[src/rtl/tx_pkt_sched.sv]
`default_nettype none
// ============================================================================
//  Module   : tx_pkt_sched
//  Purpose  : Transmit packet scheduler. Arbitrates video lines against
//             buffered audio units, launches one packet at a time, tracks
//             the transmitter with a watchdog, and inserts an idle gap after
//             each packet.
//  Options  : TX_SCHED_VIDAX_EN - when defined, a video grant made during
//             vertical blanking with audio pending is sent as video+audio
//             (type 10) carrying one audio unit.
//  Revision : 1.0 - initial release
// ============================================================================
module tx_pkt_sched #(
  parameter int AUDIOMAX   = 20,
  parameter int AUD_THRESH = 8,
  parameter int AUD_TMO    = 2000,
  parameter int VID_RUN    = 2,
  parameter int WDOG       = 4095,
  parameter int GAP_CYC    = 4
) (
  input  logic       tx_clk,
  input  logic       sys_rst,
  input  logic       vid_rdy,
  input  logic       vperi,
  input  logic [4:0] aud_cnt,
  input  logic       tx_done,
  output logic       pkt_start,
  output logic [1:0] pkt_type,
  output logic [4:0] pkt_ade,
  output logic       busy,
  output logic       wdog_err
);

  // Counter widths sized from the parameters (never below one bit).
  localparam int c_WDW = (WDOG > 1)    ? $clog2(WDOG + 1)    : 1;
  localparam int c_GW  = (GAP_CYC > 1) ? $clog2(GAP_CYC)     : 1;
  localparam int c_SW  = (VID_RUN > 0) ? $clog2(VID_RUN + 1) : 1;

  localparam logic [c_WDW-1:0] c_WDOG       = c_WDW'(WDOG);
  localparam logic [c_GW-1:0]  c_GAP_LAST   = c_GW'((GAP_CYC > 0) ? GAP_CYC - 1 : 0);
  localparam logic [c_SW-1:0]  c_VID_RUN    = c_SW'(VID_RUN);
  localparam logic [5:0]       c_AUD_THRESH = 6'(AUD_THRESH);
  localparam logic [4:0]       c_AUDIOMAX   = 5'(AUDIOMAX);
  localparam logic [15:0]      c_AUD_TMO    = 16'(AUD_TMO);

  localparam logic [1:0] c_IDLE  = 2'd0;
  localparam logic [1:0] c_ISSUE = 2'd1;
  localparam logic [1:0] c_WAIT  = 2'd2;
  localparam logic [1:0] c_GAP   = 2'd3;

  localparam logic [1:0] c_T_VID = 2'b00;
  localparam logic [1:0] c_T_AUD = 2'b01;
  localparam logic [1:0] c_T_VAX = 2'b10;

  logic [1:0]       r_state;
  logic [1:0]       r_type;
  logic [4:0]       r_ade;
  logic             r_err;
  logic [c_WDW-1:0] r_wdog;
  logic [c_GW-1:0]  r_gap;
  logic [15:0]      r_age;
  logic [c_SW-1:0]  r_streak;

  logic       w_idle;
  logic       w_aud_pend;
  logic       w_aud_urgent;
  logic       w_grant_aud;
  logic       w_grant_vid;
  logic       w_vidax;
  logic       w_carries_aud;
  logic       w_wdog_exp;
  logic [4:0] w_ade_aud;

  assign w_idle       = (r_state == c_IDLE);
  assign w_aud_pend   = (aud_cnt != 5'd0);
  assign w_aud_urgent = ({1'b0, aud_cnt} >= c_AUD_THRESH) ||
                        (r_age >= c_AUD_TMO) ||
                        (w_aud_pend && (r_streak >= c_VID_RUN));

  // Audio outranks video when urgent; otherwise video first, then leftover audio.
  assign w_grant_aud = w_idle && (w_aud_urgent || (!vid_rdy && w_aud_pend));
  assign w_grant_vid = w_idle && !w_aud_urgent && vid_rdy;
  assign w_ade_aud   = (aud_cnt > c_AUDIOMAX) ? c_AUDIOMAX : aud_cnt;
  assign w_wdog_exp  = (r_wdog <= c_WDW'(1));

`ifdef TX_SCHED_VIDAX_EN
  assign w_vidax = w_grant_vid && vperi && w_aud_pend;
`else
  // Blanking indication has no effect without the video+audio packet type.
  logic w_unused_vperi;
  assign w_unused_vperi = vperi;
  assign w_vidax        = 1'b0;
`endif

  assign w_carries_aud = w_grant_aud || w_vidax;

  // Packet sequencing, grant capture, watchdog and gap timing.
  always_ff @(posedge tx_clk) begin
    if (sys_rst) begin
      r_state <= c_IDLE;
      r_type  <= c_T_VID;
      r_ade   <= 5'd0;
      r_err   <= 1'b0;
      r_wdog  <= '0;
      r_gap   <= '0;
    end else begin
      case (r_state)
        c_IDLE: begin
          if (w_grant_aud) begin
            r_state <= c_ISSUE;
            r_type  <= c_T_AUD;
            r_ade   <= w_ade_aud;
          end else if (w_vidax) begin
            r_state <= c_ISSUE;
            r_type  <= c_T_VAX;
            r_ade   <= 5'd1;
          end else if (w_grant_vid) begin
            r_state <= c_ISSUE;
            r_type  <= c_T_VID;
            r_ade   <= 5'd0;
          end
        end
        c_ISSUE: begin
          r_state <= c_WAIT;
          r_wdog  <= c_WDOG;
        end
        c_WAIT: begin
          // A done pulse on the expiry cycle still counts as a clean finish.
          if (tx_done) begin
            r_state <= c_GAP;
            r_gap   <= c_GAP_LAST;
          end else if (w_wdog_exp) begin
            r_state <= c_GAP;
            r_gap   <= c_GAP_LAST;
            r_err   <= 1'b1;
            r_wdog  <= '0;
          end else begin
            r_wdog  <= r_wdog - c_WDW'(1);
          end
        end
        c_GAP: begin
          if (r_gap == '0) begin
            r_state <= c_IDLE;
          end else begin
            r_gap   <= r_gap - c_GW'(1);
          end
        end
        default: r_state <= c_IDLE;
      endcase
    end
  end

  // Age of the oldest buffered audio; frozen while a packet is on the wire.
  always_ff @(posedge tx_clk) begin
    if (sys_rst) begin
      r_age <= 16'd0;
    end else if (!w_aud_pend || w_carries_aud) begin
      r_age <= 16'd0;
    end else if ((r_state != c_WAIT) && (r_age != 16'hFFFF)) begin
      r_age <= r_age + 16'd1;
    end
  end

  // Run length of video grants since audio last went out.
  always_ff @(posedge tx_clk) begin
    if (sys_rst) begin
      r_streak <= '0;
    end else if (w_carries_aud) begin
      r_streak <= '0;
    end else if (w_grant_vid && (r_streak < c_VID_RUN)) begin
      r_streak <= r_streak + c_SW'(1);
    end
  end

  assign pkt_start = (r_state == c_ISSUE);
  assign busy      = !w_idle;
  assign pkt_type  = r_type;
  assign pkt_ade   = r_ade;
  assign wdog_err  = r_err;

endmodule
`default_nettype wire

[config.mk]
export PLATFORM = sky130hd
export DESIGN_NAME = tx_pkt_sched
export DESIGN_NICKNAME = d
export VERILOG_FILES = /design/src/rtl/tx_pkt_sched.sv
export SDC_FILE = /design/constraint.sdc
export NUM_CORES = 1
export LEC_CHECK = 0
export BUFFER_PORTS_ARGS = -buffer_cell sky130_fd_sc_hd__buf_2
export CAP_MARGIN = 0
export CORE_ASPECT_RATIO = 1.75
export CORE_UTILIZATION = 55
export DETAILED_ROUTE_END_ITERATION = 10
export GPL_TIMING_DRIVEN = 0
export PLACE_DENSITY_LB_ADDON = 0.08
export SYNTH_ARGS = -nofsm -noshare
export SYNTH_HDL_FRONTEND = slang
export SYNTH_SLANG_ARGS = --single-unit
[constraint.sdc]
create_clock -name tx_clk -period 5.2 [get_ports tx_clk]
set_input_delay 0.78 -clock tx_clk [delete_from_list [all_inputs] [get_ports tx_clk]]
set_output_delay 0.78 -clock tx_clk [all_outputs]
set_load 0.02 [all_outputs]
==> impl_metrics.py, run 1 <==
metrics = {
    "placed_design": {
        "place_hpwl_um": 4040,
        "routabilityCongestion": 0.867,
        "portBuffers": 16,
        "placed_cells": 327,
        "place_area_sq_um": 2340,
    },
    "min_path": {
        "min_path_type": "flop to flop",
        "worstHoldStart": "wdog_err",
    },
    "cells_and_area": {
        "final_cells": 334,
        "design_area_sq_um": 2430,
        "final_nets": 307,
        "fill_cells": 364,
        "syn2layout_area_growth_pct": 10.3,
        "drive_gt1_frac": 0.122,
        "antenna_cells": 0,
    },
    "die": {
        "num_rows": 30,
        "dieWidth_um": 49.9,
        "start_util": 0.570,
        "pin_count": 20,
        "die_h_um": 85.8,
        "fp.coreArea_sq_um": 3870,
        "dieArea_sq_um": 4280,
    },
    "drt": {
        "drc": 0,
        "drt-total-wl_um": 5180,
        "vias": 1997,
        "viasPerCell": 5.98,
        "detail-route-antenna-nets": 0,
        "first_pass_iters": 4,
        "wl_per_cell_um": 15.5,
        "drt_iter0_markers": 33,
    },
    "worst_setup_path": {
        "critPathMaxFanout": 10,
        "crit_top_cell": "or3_1",
        "critPathKind": "flop to flop",
        "slowest_delay_ps": 350,
        "critPathRequiredTime_ps": 5420,
        "r2r_start": "r_state[0]",
        "crit_path_cell_trace": "inv_1, ha_1, clkbuf_1, nor2b_1, buf_2, nand2_1, or3_1, or3_1, a31oi_1",
        "cp.arrival_ps": 2500,
        "crit_slowest_cell": "dfxtp_1",
        "start_kind": "flop",
        "startpoint": "r_state[0]",
        "endpoint_kind": "flop",
    },
    "timing": {
        "rsz0062_at_grt": "no",
        "finClkSkew_ps": 5.01,
        "final-hold-violation-count": 0,
        "max_freq_mhz": 438,
        "slew_viol_final": 0,
        "setup_viol": 0,
        "period_needed_ps": 2280,
        "slew_headroom": 0.425,
        "period_share": 0.439,
        "worstMarginPinSlew_ps": 852,
        "setup-tns-final_ps": 0,
    },
    "clock_tree": {
        "cts_root_buf": "clkbuf_8",
        "clock_latency_ps": 290,
        "clock_sinks": 41,
        "cts_resized": 0,
        "cts-buffers-inserted": 5,
        "cts_tree": "yes",
        "htreeDepth": 2,
        "post-cts-setup-buffer-count": 0,
        "ctsHoldBuffers": 0,
        "path_clk_slew_ps": 70,
        "cts.path.max_buffers": 2,
    },
    "pwr": {
        "swShare": 0.408,
        "p_int_uw": 691,
        "ir_drop_mv": 0.286,
        "p_per_area_nw_per_um2": 480,
        "seq_power_share": 0.402,
        "p_switching_uw": 476,
        "p_clk_frac": 0.178,
        "power.leakage_nw": 0.887,
        "p_total_mw": 1.17,
        "combPwrFrac": 0.420,
    },
    "synthesis": {
        "synthTopCellsByArea": "dfxtp_1 (37%), nor2_1 (6.8%), ha_1 (6.2%), a21oi_1 (4.8%), xnor2_1 (4.4%)",
        "synth_area_per_cell_sq_um": 8.38,
        "syn-num-nets": 284,
        "yosys.area.top_type_share": 0.372,
        "syn_area_sq_um": 2200,
        "synth_cell_types": 53,
        "yosysMostFrequentCell": "dfxtp_1",
        "synth-main-ff-cell": "dfxtp_1",
        "ys_ff_latch": 41,
        "ys_top_cells_by_count": "dfxtp_1 (41), nor2_1 (40), a21oi_1 (21)",
        "synth_edf_count": 0,
        "async_reset_ff_frac": 0,
        "synth_top_area_cell": "dfxtp_1",
        "yosysSeqAreaShare": 0.372,
        "yosysWarnings": 0,
        "netlist_instances": 263,
    },
    "global_routing": {
        "grt_use_met1": 0.235,
        "grt_pass1_wl_um": 8400,
        "use_met3": 0.0532,
        "antenna_found_initial": 0,
        "grt_pass1_vias": 1885,
        "top_usage_layer": "met2",
        "met2_usage": 0.521,
        "grt_max_degree": 12,
        "grt_usage": 0.259,
        "grt_overflow": 0,
    },
    "flow_run": {
        "max_cap_violations": 0,
    },
    "outcome": {
        "status": "complete, no violations",
    },
}
logic make-up (layout without fill, tap and decap cells):
| kind of cell | count (synthesis) | after routing | synth area share |
|---|---|---|---|
| compound gates | 59 | 59 | 0.177 |
| flops | 41 | 41 | 0.372 |
| other cells | 1 | 1 | 0.00170 |
| buf+inv | 20 | 43 | 0.0397 |
| mux | 2 | 2 | 0.00908 |
| xor+xnor | 14 | 14 | 0.0556 |
| fa+ha+maj | 11 | 11 | 0.0624 |
| simple gates | 115 | 115 | 0.282 |
path summary, 6_finish.rpt:
check | to | cells after the start | slack (ps)
worst max register to register | r_wdog[4] | 9 | 2920
worst max-delay path | r_wdog[4] | 9 | 2920
worst min register to register | wdog_err | 2 | 470
worst min-delay path | wdog_err | 2 | 470
worst max-delay path, delay by kind of cell (launching register included):
| kind | cells | cell delay, ps |
|---|---|---|
| compound gates | 1 | 150 |
| fa+ha+maj | 1 | 150 |
| buf+inv | 3 | 650 |
| flops | 1 | 350 |
| simple gates | 4 | 900 |
layout make-up:
cell class | count | area (sq um) | area share
Buffer | 8 | 42.5 | 0.0175
Sequential cell | 41 | 821 | 0.338
Clock buffer | 7 | 86.3 | 0.0355
Tap cell | 48 | 60.1 | 0.0247
Timing Repair Buffer | 16 | 80.1 | 0.0329
Multi-Input combinational cell | 202 | 1300 | 0.533
Inverter | 12 | 45.0 | 0.0185
stage by stage:
step | util | hold WS, ps | setup slack (ps)
after floorplan | - | 437 | 2930
after global placement | 0.606 | 450 | 2660
after detailed placement | 0.606 | 454 | 2660
after CTS | 0.629 | 473 | 2920
after global routing | 0.629 | 499 | 2710
final | 0.629 | 467 | 2920
flip-flops by register name, summed over array words and instances (netlist names):
signal and cells:
pkt_ade 5, pkt_type 1, r_age 16, r_gap 2
r_state 2, r_streak 2, r_wdog 12, wdog_err 1
power groups by stage:
stage          Sequential, mW  Clock, mW  Combinational, mW
3_5_place_dp            0.476          0              0.488
4_1_cts                 0.469      0.213              0.490
5_1_grt                 0.480      0.228              0.551
6_report                0.470      0.207              0.491
3_3_place_gp            0.473          0              0.481
2_1_floorplan           0.473          0              0.358
layer usage:
layer / vias to the layer above / routed length, um
li1: 997 / -
met1: 942 / 1930
met2: 46 / 2910
met3: 12 / 176
met4: 0 / 152
met5: - / 0
cells in the final DEF (no fill, tap or decap), types with 3 or more instances in the layout:
| cell type | netlist | routed |
|---|---|---|
| or3_1 | 6 | 6 |
| nand4_1 | 11 | 11 |
| clkbuf_1 | 4 | 5 |
| a211oi_1 | 4 | 4 |
| xor2_1 | 3 | 3 |
| inv_1 | 12 | 12 |
| nand2_1 | 13 | 13 |
| nor2b_1 | 7 | 7 |
| a31oi_1 | 8 | 8 |
| nand3_1 | 6 | 6 |
| o21ai_0 | 5 | 5 |
| a21oi_1 | 21 | 21 |
| dfxtp_1 | 41 | 41 |
| or2_2 | 3 | 3 |
| clkbuf_8 | 0 | 6 |
| nor2_1 | 40 | 40 |
| xnor2_1 | 11 | 11 |
| ha_1 | 11 | 11 |
| nand2b_1 | 3 | 3 |
| nor3_1 | 9 | 9 |
| buf_2 | 1 | 17 |
| a32o_1 | 3 | 3 |
Power figures use the tool's default switching activity.
==> run 2, diff against run 1 <==
==> constraint.sdc (replaced) <==
create_clock -name tx_clk -period 2.24 [get_ports tx_clk]
set_input_delay 0.336 -clock tx_clk [delete_from_list [all_inputs] [get_ports tx_clk]]
set_output_delay 0.336 -clock tx_clk [all_outputs]
set_load 0.02 [all_outputs]
==> impl_metrics.py, run 2 (synthesis results as in run 1) <==
metrics = {
    "timing": {
        "finClkSkew_ps": 5.99,
        "final-hold-violation-count": 0,
        "slew_headroom": 0.414,
        "worstMarginPinSlew_ps": 868,
        "fin_ws_ps": 146,
        "period_needed_ps": 2090,
        "hold_slack_ps": 346,
        "max_freq_mhz": 478,
        "slew_viol_final": 0,
        "period_share": 0.935,
        "setup_viol": 0,
        "setup-tns-final_ps": 0,
    },
    "clock_tree": {
        "cts.path.max_buffers": 2,
        "htreeDepth": 2,
        "ctsHoldBuffers": 0,
        "clock_latency_ps": 290,
        "path_clk_slew_ps": 70,
        "cts_tree": "yes",
        "clock_sinks": 41,
        "cts-buffers-inserted": 5,
        "cts_root_buf": "clkbuf_8",
    },
    "die": {
        "start_util": 0.570,
        "die_h_um": 85.8,
        "num_rows": 30,
        "dieWidth_um": 49.9,
        "fp.coreArea_sq_um": 3870,
        "dieArea_sq_um": 4280,
        "pin_count": 20,
    },
    "cells_and_area": {
        "fin_util": 0.630,
        "antenna_cells": 0,
        "largest_register_ffs": 16,
        "largest_register": "r_age",
        "final_cells": 333,
        "final_nets": 306,
        "drive_gt1_frac": 0.130,
        "syn2layout_area_growth_pct": 10.6,
        "layout_commonest_cell": "dfxtp_1",
        "layout_common_cells": "dfxtp_1 (41), nor2_1 (40), a21oi_1 (21), buf_2 (17), nand2_1 (13)",
    },
    "min_path": {
        "hold_depth": 2,
        "min_path_type": "input pin to flop",
    },
    "placed_design": {
        "placed_cells": 327,
        "place_hpwl_um": 4040,
        "post-place-ws_ps": -31.7,
        "routabilityCongestion": 0.867,
        "portBuffers": 16,
    },
    "worst_setup_path": {
        "critPathRequiredTime_ps": 2460,
        "slowest_delay_ps": 350,
        "critPathMaxFanout": 10,
        "crit_slowest_cell": "dfxtp_1",
        "critPathKind": "flop to flop",
        "cp.arrival_ps": 2310,
        "crit_top_cell": "or3_1",
        "crit_path_cell_trace": "inv_1, ha_2, nor2b_1, buf_2, nand2_1, or3_1, or3_1, a31oi_1",
        "start_kind": "flop",
        "r2r_cells": 8,
        "endpoint_kind": "flop",
    },
    "global_routing": {
        "grt_overflow": 0,
        "grt_usage": 0.259,
        "met2_usage": 0.520,
        "use_met3": 0.0532,
        "grt_max_degree": 12,
        "grt_pass1_wl_um": 8370,
        "top_usage_layer": "met2",
        "grt_pass1_vias": 1880,
        "grt_use_met1": 0.234,
        "antenna_found_initial": 0,
    },
    "flow_run": {
        "max_cap_violations": 0,
    },
    "pwr": {
        "swShare": 0.413,
        "seq_power_share": 0.398,
        "p_int_mw": 1.61,
        "combPwrFrac": 0.425,
        "ir_drop_mv": 0.696,
        "p_clk_frac": 0.177,
        "power.leakage_nw": 0.884,
        "p_switching_mw": 1.13,
        "p_per_area_nw_per_um2": 1130,
    },
    "drt": {
        "viasPerCell": 5.94,
        "detail-route-antenna-nets": 0,
        "drt_iter0_markers": 31,
        "wl_per_cell_um": 15.8,
        "first_pass_iters": 4,
        "drt-total-wl_um": 5250,
        "drc": 0,
        "vias": 1977,
    },
    "outcome": {
        "status": "complete, no violations",
    },
}
## run 2: changes by cell type in the layout (fill, tap and decap cells not counted), sizes merged
cell,before,now
clkbuf,11,10
## run 2: area by class of cell
| class | instances | area, sq um |
|---|---|---|
| Buffer | 7 | 38.8 |
| Fill cell | 363 | 1430 |
| Clock buffer | 7 | 86.3 |
| Inverter | 12 | 45.0 |
| Timing Repair Buffer | 16 | 80.1 |
| Tap cell | 48 | 60.1 |
| Sequential cell | 41 | 821 |
| Multi-Input combinational cell | 202 | 1310 |
## run 2: final timing paths
path	from	to	slack, ps
hold / removal	vid_rdy	pkt_type[0]	350
hold reg to reg	wdog_err	wdog_err	470
setup reg to reg	r_state[0]	r_wdog[4]	150
setup / recovery	r_state[0]	r_wdog[4]	150
## run 2: worst max-delay path, delay by kind of cell, from the launching register on
kind,cells,cell delay [ps]
flops,1,350
fa+ha+maj,1,300
compound gates,1,150
simple gates,4,870
buf+inv,2,340
## run 2: power by group through the flow
stage	Clock, mW	Sequential, mW	Combinational (mW)
floorplan	0	1.10	0.830
global placement	0	1.10	1.12
detailed placement	0	1.10	1.13
CTS	0.494	1.09	1.14
global route	0.529	1.12	1.30
finish	0.485	1.09	1.17
## run 2: what timing repair did
item	4_1_cts	5_1_grt
gates cloned	0	0
setup endpoints to repair	1	3
setup buffers	0	0
resized for setup	0	2
pin swaps	0	0
## run 2: per-layer routing
metal / up-vias / wire length, um / share of wire
met5: - / 0 / 0
met4: 0 / 111 / 0.021
met3: 10 / 154 / 0.029
met2: 34 / 3000 / 0.57
met1: 939 / 1980 / 0.38
li1: 994 / - / -
## run 2: through the flow
stage          cell area [sq um]  power, mW
6_report                    2440       2.74
5_1_grt                     2440       2.95
4_1_cts                     2430       2.72
3_5_place_dp                2340       2.24
3_3_place_gp                2340       2.22
2_1_floorplan               2200       1.93
==> run 3, diff against run 2 <==
--- a/config.mk
+++ b/config.mk
@@ -8,6 +8,7 @@
 export BUFFER_PORTS_ARGS = -buffer_cell sky130_fd_sc_hd__buf_2
 export CAP_MARGIN = 0
 export CORE_ASPECT_RATIO = 1.75
+export CORE_MARGIN = 4
 export CORE_UTILIZATION = 55
 export DETAILED_ROUTE_END_ITERATION = 10
 export GPL_TIMING_DRIVEN = 0
@@ -15,3 +16,4 @@
 export SYNTH_ARGS = -nofsm -noshare
 export SYNTH_HDL_FRONTEND = slang
 export SYNTH_SLANG_ARGS = --single-unit
+export TNS_END_PERCENT = 20
==> impl_metrics.py, run 3 (synthesis results as in run 1) <==
metrics = {
    "timing": {
        "finClkSkew_ps": 6.52,
        "period_needed_ps": 2120,
        "rsz0062_at_grt": "yes",
        "hold_slack_ps": 328,
        "final-hold-violation-count": 0,
        "slew_headroom": 0.548,
        "setup_viol": 0,
        "worstMarginPinSlew_ps": 668,
        "max_freq_mhz": 471,
        "slew_viol_final": 0,
        "period_share": 0.947,
    },
    "die": {
        "start_util": 0.570,
        "pin_count": 20,
        "fp.coreArea_sq_um": 3870,
        "dieArea_sq_um": 5130,
        "num_rows": 30,
        "dieWidth_um": 55.9,
        "die_h_um": 91.8,
    },
    "drt": {
        "wl_per_cell_um": 15.7,
        "vias": 1999,
        "drt-total-wl_um": 5240,
        "viasPerCell": 5.99,
        "first_pass_iters": 4,
        "drt_iter0_markers": 66,
        "detail-route-antenna-nets": 0,
        "drc": 0,
    },
    "worst_setup_path": {
        "critPathKind": "flop to flop",
        "critPathMaxFanout": 10,
        "startpoint": "r_age[14]",
        "cp.arrival_ps": 2350,
        "start_kind": "flop",
        "r2r_start": "r_age[14]",
        "critPathRequiredTime_ps": 2470,
        "endpoint_kind": "flop",
    },
    "cells_and_area": {
        "regArea_sq_um": 821,
        "largest_register": "r_age",
        "syn2layout_area_growth_pct": 12.0,
        "antenna_cells": 0,
        "final_nets": 306,
        "largest_register_ffs": 16,
        "fill_cells": 373,
        "multi_input_area_sq_um": 1310,
        "final_cells": 334,
        "drive_gt1_frac": 0.129,
        "layout_commonest_cell": "dfxtp_1",
        "layout_common_cells": "dfxtp_1 (41), nor2_1 (40), a21oi_1 (21), buf_2 (17), nand2_1 (13)",
    },
    "global_routing": {
        "grt_pass1_vias": 1911,
        "grt_pass1_wl_um": 8560,
        "use_met3": 0.0408,
        "antenna_found_initial": 0,
        "met2_usage": 0.397,
        "grt_overflow": 0,
        "top_usage_layer": "met2",
        "grt_usage": 0.210,
        "grt_use_met1": 0.209,
        "grt_max_degree": 13,
    },
    "flow_run": {
        "max_cap_violations": 0,
    },
    "clock_tree": {
        "htreeDepth": 2,
        "cts.path.max_buffers": 2,
        "cts_tree": "yes",
        "clock_latency_ps": 290,
        "cts-buffers-inserted": 5,
        "clock_sinks": 41,
        "post-cts-setup-buffer-count": 0,
        "path_clk_slew_ps": 80,
        "cts_root_buf": "clkbuf_8",
    },
    "min_path": {
        "min_path_type": "input pin to flop",
        "worstHoldStart": "vid_rdy",
    },
    "placed_design": {
        "portBuffers": 16,
        "routabilityCongestion": 0.837,
        "place_hpwl_um": 3950,
        "placed_cells": 327,
    },
    "pwr": {
        "power.leakage_nw": 0.900,
        "ir_drop_mv": 0.592,
        "p_per_area_nw_per_um2": 1160,
        "p_total_mw": 2.87,
    },
    "outcome": {
        "status": "complete, no violations",
    },
}
run 3: report_power, final:
part	leakage, nW	switching, mW	internal [mW]
registers	0.335	0.182	0.909
clock network	0.0585	0.261	0.364
logic	0.506	0.699	0.459
run 3: final timing paths:
check,to,slack [ps],depth (start not counted)
worst min register to register,r_gap[0],470,1
worst max-delay path,r_age[4],120,6
worst max register to register,r_age[4],120,6
worst min-delay path,pkt_type[0],330,2
run 3: critical path: stages (launching register included):
cell and delay (ps):
dfxtp_1 350, or4_4 550, nor4_4 290, nand4_1 140, a221o_2 450, buf_6 180, nor2_1 110
run 3: layout make-up:
class                   count  share of cell area
clock buffers               7              0.0350
plain buffers               7              0.0157
clock inverters             1              0.0122
repair buffers             16              0.0324
multi-input cells         202               0.530
inverters                  12              0.0182
well taps                  48              0.0243
flip-flops and latches     41               0.332
run 3: per-layer routing:
metal	up-vias	routed length, um
li1	992	-
met1	952	2030
met2	42	2850
met3	13	186
met4	0	167
met5	-	0
run 3: what timing repair did:
item / CTS / global route
cloned: 0 / 0
endpoints found under the setup margin: 2 / 3
hold buffers: 0 / 0
resized for setup: 1 / 2
run 3: per-stage QoR:
step | utilization | cell area (sq um) | setup TNS (ps) | setup WS (ps)
3_3_place_gp | 0.606 | 2340 | -54.6 | -54.6
3_5_place_dp | 0.606 | 2340 | -143 | -143
5_1_grt | 0.639 | 2470 | -3.69 | -3.69
2_1_floorplan | - | 2200 | 0 | 247
6_report | 0.639 | 2470 | 0 | 119
4_1_cts | 0.636 | 2460 | 0 | 66.9
